$ cat config.mk
export PLATFORM = sky130hd
export DESIGN_NAME = flex_counter_multi
export DESIGN_NICKNAME = d
export VERILOG_FILES = /design/src/rtl/flex_counter_pkg.sv /design/src/rtl/flex_counter_ch.sv /design/src/rtl/flex_counter_multi.sv
export SDC_FILE = /design/constraint.sdc
export NUM_CORES = 1
export LEC_CHECK = 0
export ABC_AREA = 1
export CORE_MARGIN = 4
export CORE_UTILIZATION = 40
export DETAILED_ROUTE_END_ITERATION = 12
export MAX_ROUTING_LAYER = met4
export PLACE_DENSITY = 0.7
export SYNTH_ARGS = -nofsm -noshare
export SYNTH_HDL_FRONTEND = slang
export SYNTH_SLANG_ARGS = --single-unit
$ cat constraint.sdc
create_clock -name clk -period 1.8 [get_ports clk]
set_input_delay 0.36 -clock clk [delete_from_list [all_inputs] [get_ports clk]]
set_output_delay 0.36 -clock clk [all_outputs]
set_load 0.02 [all_outputs]
$ cat src/rtl/flex_counter_pkg.sv
// flex_counter_pkg: shared types and default sizing for the flex counter bank.
package flex_counter_pkg;

  typedef enum logic {
    DIR_UP   = 1'b0,
    DIR_DOWN = 1'b1
  } cnt_dir_t;

  localparam int DEF_CNT_BITS = 8;
  localparam int DEF_NUM_CH   = 4;

endpackage

$ cat src/rtl/flex_counter_ch.sv
// flex_counter_ch: one programmable counter channel with level flag and step pulse.
// Down counting is only built when FLEX_CNT_DOWN_EN is defined; otherwise dir is ignored.
module flex_counter_ch
  import flex_counter_pkg::*;
#(
  parameter int NUM_CNT_BITS = DEF_CNT_BITS
) (
  input  logic                    clk,
  input  logic                    n_rst,
  input  logic                    count_enable,
  input  logic                    clear,
  input  logic                    dir,
  input  logic                    load,
  input  logic [NUM_CNT_BITS-1:0] load_val,
  input  logic [NUM_CNT_BITS-1:0] rollover_val,
  output logic [NUM_CNT_BITS-1:0] count_out,
  output logic                    rollover_flag,
  output logic                    rollover_pulse
);

  localparam logic [NUM_CNT_BITS-1:0] ONE = NUM_CNT_BITS'(1);

  logic [NUM_CNT_BITS-1:0] next_count;
  logic [NUM_CNT_BITS-1:0] up_count;
  logic [NUM_CNT_BITS-1:0] terminal;
  logic                    chan_active;
  logic                    hit;
  logic                    next_flag;
  logic                    next_pulse;

`ifdef FLEX_CNT_DOWN_EN
  logic                    down_mode;
  logic [NUM_CNT_BITS-1:0] down_count;
`else
  logic                    unused_dir;
  assign unused_dir = dir;
`endif

  // Next-state selection: clear beats load beats a count step; R == 0 parks the channel.
  always_comb begin
    chan_active = |rollover_val;
    up_count    = (count_out == rollover_val) ? ONE : count_out + ONE;
    terminal    = rollover_val;
`ifdef FLEX_CNT_DOWN_EN
    down_mode   = (cnt_dir_t'(dir) == DIR_DOWN);
    down_count  = (count_out <= ONE) ? rollover_val : count_out - ONE;
    if (down_mode) terminal = ONE;
`endif
    next_count = count_out;
    if (clear) begin
      next_count = '0;
    end else if (load) begin
      next_count = load_val;
    end else if (count_enable && chan_active) begin
`ifdef FLEX_CNT_DOWN_EN
      next_count = down_mode ? down_count : up_count;
`else
      next_count = up_count;
`endif
    end
    hit        = chan_active && (next_count == terminal);
    next_flag  = !clear && hit;
    next_pulse = !clear && !load && count_enable && hit;
  end

  // Register count, flag and pulse so every output comes straight from a flop.
  always_ff @(posedge clk or negedge n_rst) begin
    if (!n_rst) begin
      count_out      <= '0;
      rollover_flag  <= 1'b0;
      rollover_pulse <= 1'b0;
    end else begin
      count_out      <= next_count;
      rollover_flag  <= next_flag;
      rollover_pulse <= next_pulse;
    end
  end

endmodule

$ cat src/rtl/flex_counter_multi.sv
// flex_counter_multi: bank of NUM_CH independent flex counters sharing one clock.
// Build with FLEX_CNT_DOWN_EN defined to honour the per-channel dir input.
module flex_counter_multi
  import flex_counter_pkg::*;
#(
  parameter int NUM_CNT_BITS = DEF_CNT_BITS,
  parameter int NUM_CH       = DEF_NUM_CH
) (
  input  logic                           clk,
  input  logic                           n_rst,
  input  logic [NUM_CH-1:0]              count_enable,
  input  logic [NUM_CH-1:0]              clear,
  input  logic [NUM_CH-1:0]              dir,
  input  logic [NUM_CH-1:0]              load,
  input  logic [NUM_CH*NUM_CNT_BITS-1:0] load_val,
  input  logic [NUM_CH*NUM_CNT_BITS-1:0] rollover_val,
  output logic [NUM_CH*NUM_CNT_BITS-1:0] count_out,
  output logic [NUM_CH-1:0]              rollover_flag,
  output logic [NUM_CH-1:0]              rollover_pulse,
  output logic                           any_rollover
);

  for (genvar i = 0; i < NUM_CH; i++) begin : g_ch
    flex_counter_ch #(
      .NUM_CNT_BITS(NUM_CNT_BITS)
    ) u_ch (
      .clk           (clk),
      .n_rst         (n_rst),
      .count_enable  (count_enable[i]),
      .clear         (clear[i]),
      .dir           (dir[i]),
      .load          (load[i]),
      .load_val      (load_val[i*NUM_CNT_BITS +: NUM_CNT_BITS]),
      .rollover_val  (rollover_val[i*NUM_CNT_BITS +: NUM_CNT_BITS]),
      .count_out     (count_out[i*NUM_CNT_BITS +: NUM_CNT_BITS]),
      .rollover_flag (rollover_flag[i]),
      .rollover_pulse(rollover_pulse[i])
    );
  end

  assign any_rollover = |rollover_pulse;

endmodule

==> results of run 1 <==
[path summary, 6_finish.rpt]
kind	from	endpoint	cells past startpoint	slack [ns]
min in group clk	count_enable[1]	g_ch[1].u_ch.rollover_pulse	4	0.52
max in group asynchronous	n_rst	g_ch[1].u_ch.count_out[1]	2	1.14
hold / removal	n_rst	g_ch[2].u_ch.count_out[1]	1	0.02
hold reg to reg	g_ch[3].u_ch.count_out[2]	g_ch[3].u_ch.count_out[2]	4	0.77
setup reg to reg	g_ch[2].u_ch.count_out[1]	g_ch[2].u_ch.rollover_pulse	15	-0.08
setup / recovery	g_ch[2].u_ch.count_out[1]	g_ch[2].u_ch.rollover_pulse	15	-0.08
[per-stage QoR]
stage,total power (uW),setup TNS [ns],instance area (um^2),std cells
finish,3060,-0.221,6990,1075
floorplan,1540,0,4140,691
global route,3250,-1.12,6990,1075
detailed placement,2170,-9.89,6190,1035
global placement,2150,-8.56,6190,1035
CTS,2930,-0.0249,6480,1053
[area by class of cell]
type	instances	area, um^2	share of cell area [%]
Timing Repair Buffer	256	2220	31.8
Inverter	122	460	6.59
Sequential cell	40	1020	14.6
Tap cell	133	166	2.38
Clock inverter	2	35.0	0.501
Multi-Input combinational cell	516	3020	43.2
Clock buffer	6	72.6	1.04
[power breakdown]
part	internal, uW	switching, uW	total [uW]
Sequential	946	67.7	1010
Combinational	629	668	1300
Clock	412	336	748
[synthesized netlist by cell type, drive strengths merged]
library cell  instances
a21boi                1
a21oi                 4
buf                  12
bufbuf                1
clkbuf                2
clkinv                1
dfrtp                40
ha                    4
inv                 121
nand2               287
nand3                76
nand3b                5
nand4                11
nor2                 80
nor3                  4
o211ai                1
o21a                  1
o21ai                14
o21bai                3
or4                   1
xnor2                22
[routing by layer]
metal  up-vias  track usage (%)  wire [um]
li1       2601                -          -
met4         0             7.30        301
met3        37             3.88        831
met5         -                -          0
met2       193             39.1       7320
met1      2402             28.3       6120
[state kept, by name, indices dropped and copies added, names as in the netlist]
register,cells
g_ch.u_ch.count_out,32
g_ch.u_ch.rollover_flag,4
g_ch.u_ch.rollover_pulse,4
[kinds of logic after synthesis]
| group | after synthesis | synth area share [%] |
|---|---|---|
| adders and majority gates | 4 | 1.21 |
| and+or+nand+nor | 464 | 51.7 |
| xor gates and xnor gates | 22 | 4.66 |
| buffers and inverters | 137 | 14.0 |
| AOI/OAI and AO/OA | 24 | 4.23 |
| DFF | 40 | 24.2 |
[timing repair]
action,in CTS,in global routing
resized for setup,91,127
pin swaps,27,65
gates cloned,2,0
setup buffers,8,22
endpoints found under the setup margin,15,22
==> results.json, run 1 <==
{
  "drc": 0,
  "worstMarginPinSlew_ns": 0.497,
  "crit_path_end_kind": "register",
  "cp_slowest_stage_delay_ns": 0.47,
  "grt_max_degree": 21,
  "ys_ff_latch": 40,
  "drive_above_1_share_pct": 34.3,
  "finalWirelength_um": 14600,
  "path_delay_family": "simple AND/OR/NAND/NOR gates",
  "antenna_found_initial": 0,
  "detail_route.first_pass.iterations": 5,
  "wl_per_cell_um": 13.6,
  "worst-setup-path-type": "register to register",
  "drtIter0Drc": 312,
  "finalWorstSetupSlack_ns": -0.0761,
  "critPathBufInv": 2,
  "fmax_mhz": 533,
  "holdBufCountCts": 0,
  "die_w_um": 110,
  "yosys_warnings": 0,
  "p_leak_uw": 0.00392,
  "cp_data_arrival_time_ns": 2.10,
  "fin_util_pct": 70.6,
  "h-tree-depth": 2,
  "ir_worst_vdd_mv": 0.289,
  "synth.distinct_cells": 37,
  "setup_viol": 5,
  "period_minus_slack_ns": 1.88,
  "clkSinkCount": 40,
  "vias": 5233,
  "synth_area_um2": 4140,
  "grt_use_total_pct": 23.1,
  "detail-route-antenna-nets": 0,
  "syn_inst": 691,
  "p_per_area_nw_per_um2": 438,
  "start_util_pct": 41.7,
  "synth.top_cells.by_area": "dfrtp_1 24%, nand2_1 24%, inv_1 11%",
  "synth_top_area_share_pct": 24.2,
  "cts.path.max_buffers": 2,
  "dpl_worst_slack_ns": -0.572,
  "die_area_um2": 12000,
  "start_kind": "register",
  "grt_pass1_vias": 4955,
  "grt_pass1_wl_um": 22000,
  "core_area_um2": 9910,
  "die_h_um": 110,
  "crit_chain": "ha_4 > buf_4 > nand3_1 > nand2_1 > nand2_1 > nand3_1 > nand2_1 > nand2_1 > nand2_1 > nand2_1 > inv_1 > nand2_1 > nor2_1 > nand2_1 > nor2_1",
  "place.gp.congestion": 1.05,
  "min_path_type": "input port to async pin",
  "diodes": 0,
  "hold_ws_ns": 0.0222,
  "cts_tree": "built",
  "yosysSeqAreaShare_pct": 24.2,
  "final_common_cell": "nand2_1",
  "clkLatencyLatePin_ns": 0.29,
  "skew_ns": 0.0115,
  "mostFrequentLayoutCells": "243 x nand2_1, 132 x buf_4, 105 x inv_1, 61 x clkdlybuf4s50_1, 57 x nand3_1",
  "crit_top_cell": "nand2_1",
  "slew_viol_final": 0,
  "boundaryPins": 123,
  "area_delta_synth_final_pct": 69.0,
  "clk_pin_slew_ns": 0.08,
  "synth_fp_nets": 777,
  "rsz0062_at_grt": "yes",
  "min_period_over_period_pct": 104,
  "yosysTopAreaCell": "dfrtp_1",
  "finalHoldViolCount": 0,
  "via_per_inst": 4.87,
  "hpwl_um": 11100,
  "cts_buffers": 5,
  "worst_path_max_delay_cell": "dfrtp_2",
  "violations": "setup timing",
  "critPathRequiredTime_ns": 2.02,
  "port_buffers": 118,
  "critPathMaxFanout": 5,
  "rows": 36,
  "cap_violations": 0,
  "slew_headroom_pct": 66.9,
  "synth_area_per_cell_um2": 5.99,
  "cts_root_buffer": "clkbuf_8",
  "fillers": 836,
  "overflow": 0,
  "nNetsFinal": 1027,
  "status": "finished, violations left"
}
(Power assumes the default switching activity.)
==> inputs of run 2 (changes only) <==
--- a/config.mk
+++ b/config.mk
@@ -9,6 +9,7 @@
 export CORE_MARGIN = 4
 export CORE_UTILIZATION = 40
 export DETAILED_ROUTE_END_ITERATION = 12
+export GPL_TIMING_DRIVEN = 1
 export MAX_ROUTING_LAYER = met4
 export PLACE_DENSITY = 0.7
 export SYNTH_ARGS = -nofsm -noshare
==> results of run 2 <==
The final DEF is identical to that of run 1; final timing and power are the same.
